===== config.mk =====
export PLATFORM = sky130hd
export DESIGN_NAME = wb_stage
export DESIGN_NICKNAME = d
export VERILOG_FILES = /design/src/rtl/wb_stage.sv
export SDC_FILE = /design/constraint.sdc
export NUM_CORES = 1
export LEC_CHECK = 0
export CAP_MARGIN = 20
export CORE_MARGIN = 8
export CORE_UTILIZATION = 45
export CTS_CLUSTER_DIAMETER = 40
export DETAILED_ROUTE_END_ITERATION = 12
export GPL_ROUTABILITY_DRIVEN = 0
export HOLD_SLACK_MARGIN = 0.05
export PLACE_DENSITY = 0.75
export REMOVE_ABC_BUFFERS = 1
export SYNTH_ARGS = -nofsm -noshare
export SYNTH_HDL_FRONTEND = slang
export SYNTH_SLANG_ARGS = --single-unit

===== constraint.sdc =====
create_clock -name clk -period 6.6 [get_ports clk]
set_clock_uncertainty 0.1 [all_clocks]
set_input_delay 1.98 -clock clk [delete_from_list [all_inputs] [get_ports clk]]
set_output_delay 1.98 -clock clk [all_outputs]
set_load 0.01 [all_outputs]

===== src/rtl/wb_stage.sv =====
// RV32I writeback stage: MEM/WB pipeline register, load extraction, result select
// and the retired-instruction counter.
module wb_stage #(
  parameter int XLEN  = 32,
  parameter int CNT_W = 64
) (
  input  logic             clk,
  input  logic             rst_n,
  input  logic             stall_i,
  input  logic             flush_i,
  input  logic             mem_valid_i,
  input  logic             mem_regwrite_i,
  input  logic [4:0]       mem_rd_i,
  input  logic [1:0]       mem_wbsel_i,
  input  logic [2:0]       mem_funct3_i,
  input  logic [XLEN-1:0]  mem_alu_result_i,
  input  logic [XLEN-1:0]  mem_rdata_i,
  input  logic [XLEN-1:0]  mem_pc4_i,
  output logic [4:0]       rd,
  output logic [XLEN-1:0]  writedata,
  output logic             regwrite,
  output logic             wb_valid,
  output logic [CNT_W-1:0] instret
);

  logic             r_valid;
  logic             r_regwrite;
  logic [4:0]       r_rd;
  logic [1:0]       r_wbsel;
  logic [2:0]       r_funct3;
  logic [XLEN-1:0]  r_alu;
  logic [XLEN-1:0]  r_rdata;
  logic [XLEN-1:0]  r_pc4;
  logic [CNT_W-1:0] r_instret;
  logic [XLEN-1:0]  w_load;
  logic [XLEN-1:0]  w_wdata;

  // Little-endian lane pick; halfword lanes ignore addr[0], words ignore addr entirely.
  function automatic logic [31:0] load_extract(input logic [2:0]  f3,
                                               input logic [1:0]  addr,
                                               input logic [31:0] data);
    logic [7:0]  b;
    logic [15:0] h;
    logic [31:0] res;
    case (addr)
      2'd0:    b = data[7:0];
      2'd1:    b = data[15:8];
      2'd2:    b = data[23:16];
      2'd3:    b = data[31:24];
      default: b = 8'd0;
    endcase
    h = addr[1] ? data[31:16] : data[15:0];
    case (f3)
      3'b000:  res = {{24{b[7]}}, b};
      3'b100:  res = {24'd0, b};
      3'b001:  res = {{16{h[15]}}, h};
      3'b101:  res = {16'd0, h};
      default: res = data;
    endcase
    return res;
  endfunction

  // MEM/WB register and retire counter; stall freezes everything including flush.
  always_ff @(posedge clk or negedge rst_n) begin
    if (!rst_n) begin
      r_valid    <= 1'b0;
      r_regwrite <= 1'b0;
      r_rd       <= 5'd0;
      r_wbsel    <= 2'd0;
      r_funct3   <= 3'd0;
      r_alu      <= '0;
      r_rdata    <= '0;
      r_pc4      <= '0;
      r_instret  <= '0;
    end else if (!stall_i) begin
      r_valid    <= mem_valid_i & ~flush_i;
      r_regwrite <= mem_regwrite_i;
      r_rd       <= mem_rd_i;
      r_wbsel    <= mem_wbsel_i;
      r_funct3   <= mem_funct3_i;
      r_alu      <= mem_alu_result_i;
      r_rdata    <= mem_rdata_i;
      r_pc4      <= mem_pc4_i;
      if (r_valid) begin
        r_instret <= r_instret + {{(CNT_W-1){1'b0}}, 1'b1};
      end else begin
        r_instret <= r_instret;
      end
    end else begin
      r_valid    <= r_valid;
      r_instret  <= r_instret;
    end
  end

  // Result select, driven only from registered WB state.
  always_comb begin
    w_load  = load_extract(r_funct3, r_alu[1:0], r_rdata);
    w_wdata = r_alu;
    case (r_wbsel)
      2'b01:   w_wdata = w_load;
      2'b10:   w_wdata = r_pc4;
      default: w_wdata = r_alu;
    endcase
  end

  assign rd        = r_rd;
  assign writedata = w_wdata;
  assign regwrite  = r_valid & r_regwrite & (r_rd != 5'd0);
  assign wb_valid  = r_valid;
  assign instret   = r_instret;

endmodule


==> flow_summary.toml <==
[global_route]
track_usage_pct = 19.6
grt_overflow = 0
grt_pass1_wl_um = 34100
antenna_found_initial = 4
grt_max_degree = 87
grt_pass1_vias = 6245

[floorplanning]
fp.dieW_um = 149
io_pins = 215
die_y_um = 149
coreArea_mm2 = 0.0173
die_area_mm2 = 0.0222
rows = 48
start_util_pct = 46.1

[clocking]
cts_buffer_depth = 2
postCtsResizedCells = 0
post_cts_buffers = 0
clk_latency_ns = 0.43
cts_sinks = 172
clkTransAtPathRegs_ns = 0.07
numCtsBuffers = 17
tritoncts = "done"
cts.htree.levels = 4
hold_buffers = 0
cts_root_buf = "clkbuf_16"

[critical_path]
cp-end-kind = "output port"
cp.required_ns = 4.52
cp_data_arrival_time_ns = 3.52
r2r_end = "instret[63]"
cp-start-kind = "register"
criticalPathCategory = "register to output port"
r2r-start = "instret[9]"
critPathMaxFanout = 16
reg2regPathDepth = 5
reg2reg_slack_ns = 4.27

[detailed_routing]
vias = 6061
drt_iter0_drc = 358
drtPass1Iterations = 5
wl_per_cell_um = 19.2
viasPerCell = 5.40
ant_nets = 0
wl_um = 21600
drc_errors = 0

[synthesis]
yosys-top-cells-area = "dfrtp_1 (54%), mux2_2 (16%), xnor2_1 (3.5%)"
synthSimpleGateAreaFrac_pct = 12.8
synthMuxAreaShare_pct = 16.7
synth-edff-count = 0
synth-compound-area-share_pct = 7.02
syn_area_per_cell_um2 = 11.8
synth_top_area_share_pct = 54.0
yosysTopAreaCell = "dfrtp_1"
synth_fa_ha_area_share_pct = 0.471
synth_warnings = 0
synth_seq_area_share_pct = 54.0
syn_area_mm2 = 0.00797
ys_types = 41
synth_xor_area_share_pct = 6.93
ys_ff_latch = 172
ys_async_sr_fraction_pct = 100
ys.flop_type = "dfrtp_1"
synthCells = 676
synth_most_common_cell = "dfrtp_1"
synth_top_family_by_area = "multiplexers"
synth_common_cells = "dfrtp_1 (172), mux2_2 (110), nand2_1 (46)"

[timing]
rsz0062_at_grt = "no"
max_freq_mhz = 179
setup_viol = 0
slew_headroom_pct = 35.2
drv_slew = 0
finalSetupTns_ns = 0
fin_crit_ns = 5.60
finalHoldViolations = 0
final.period_utilization_pct = 84.8
worst_pin_slew_ns = 0.969
fin_ws_ns = 1.00

[power_and_ir_drop]
p_leak_nw = 4.53
internal_power_w = 0.00201
power_density_mw_per_mm2 = 252
swShare_pct = 26.8
p_sw_w = 0.000734
clkPwrFrac_pct = 37.0
pwr-share-seq_pct = 43.7
peakVddDrop_mv = 0.181
power_frac_comb_pct = 19.3

[finish]
area_growth_pct = 36.9
drive_gt1_share_pct = 17.6
fill_cells = 1462
final_nets = 999

[job]
drv_cap = 0

[min_path]
hp-start = "instret[63]"
hold_path_class = "register to register"
min_path_cells = 1
min_to = "instret[63]"

[placed_design]
portBuffers = 214
hpwlAfterDp_um = 15500
place_ws_ns = 1.41

[outcome]
outcome = "finished, final reports clean"
-- metal layers --
layer	vias to the layer above	wire length [um]	GRT usage (%)
met2	184	10200	30.9
met1	2986	9560	25.2
li1	2849	-	-
met3	34	1580	6.67
met4	8	243	5.86
met5	-	59	0
-- worst max-delay path, stage by stage, from the launching register on --
cell,delay (ns)
dfrtp_1,0.71
mux4_2,0.62
mux2_2,0.29
a31oi_2,0.79
a21oi_1,0.16
clkdlybuf4s50_1,0.52
-- layout by cell type, fill, tap and decap left out, types with 2 or more instances in the layout --
master / count
o211ai_1: 7
and4_2: 2
nand4_1: 17
nor2_1: 23
nor2b_1: 32
nand2b_1: 2
clkdlybuf4s50_1: 212
buf_4: 6
dfrtp_1: 172
nand2_1: 46
nand3_1: 22
clkinv_4: 2
clkinv_1: 2
inv_1: 8
o21ai_0: 3
nor4_1: 6
bufinv_16: 2
clkinvlp_4: 4
a21oi_1: 39
inv_6: 4
and3_1: 9
clkbuf_16: 17
xor2_1: 31
or3_1: 2
ha_1: 3
mux2i_1: 7
and3_2: 2
a22oi_1: 17
o221ai_1: 15
nor3_1: 25
xnor2_1: 32
mux2_2: 110
-- how the worst max path moves through the flow --
stage | depth (start not counted) | startpoint | to
2_1_floorplan | 4 | r_alu[1] | writedata[27]
5_1_grt | 5 | r_alu[1] | writedata[21]
3_5_place_dp | 5 | r_alu[1] | writedata[19]
4_1_cts | 5 | r_alu[1] | writedata[19]
3_3_place_gp | 5 | r_alu[1] | writedata[27]
6_report | 5 | r_alu[1] | writedata[27]
-- power groups by stage --
stage,clock network [W],logic [W],registers (W)
finish,0.00101,0.000529,0.00120
floorplan,0,0.000237,0.00121
global placement,0,0.000529,0.00121
CTS,0.00104,0.000538,0.00120
detailed placement,0,0.000536,0.00122
global route,0.00108,0.000573,0.00121
-- final cells by class --
class / instances / area [um2] / share of cell area, %
clock inverters: 14 / 159 / 1.46
repair buffers: 219 / 2180 / 20.0
flip-flops and latches: 172 / 4300 / 39.5
clock buffers: 18 / 439 / 4.03
diodes: 1 / 2.50 / 0.0229
well taps: 225 / 282 / 2.58
inverters: 10 / 37.5 / 0.344
multi-input cells: 464 / 3500 / 32.1
-- metrics by stage --
stage	area, um2	std cells	hold WS, ns	utilization (%)	total power, W
2_1_floorplan	7850	646	0.379	-	0.00144
3_3_place_gp	10300	1090	0.355	59.6	0.00174
3_5_place_dp	10300	1090	0.361	59.6	0.00175
4_1_cts	10900	1122	0.372	63.0	0.00278
5_1_grt	10900	1122	0.378	63.0	0.00287
6_report	10900	1123	0.367	63.0	0.00274
-- flip-flops by register name (all words and copies together) (netlist names) --
register,cells
r_wbsel,2
r_rdata,32
r_funct3,3
wb_valid,1
instret,64
rd,5
r_pc4,32
r_regwrite,1
r_alu,32
-- logic make-up (layout without fill, tap and decap cells) --
kind of cell / after synthesis / after routing
DFF: 172 / 172
other: 0 / 1
muxes: 118 / 118
and+or+nand+nor: 195 / 195
xor gates and xnor gates: 63 / 63
AOI/OAI and AO/OA: 85 / 85
buffers and inverters: 40 / 261
adders and majority gates: 3 / 3
Power figures use the tool's default switching activity.
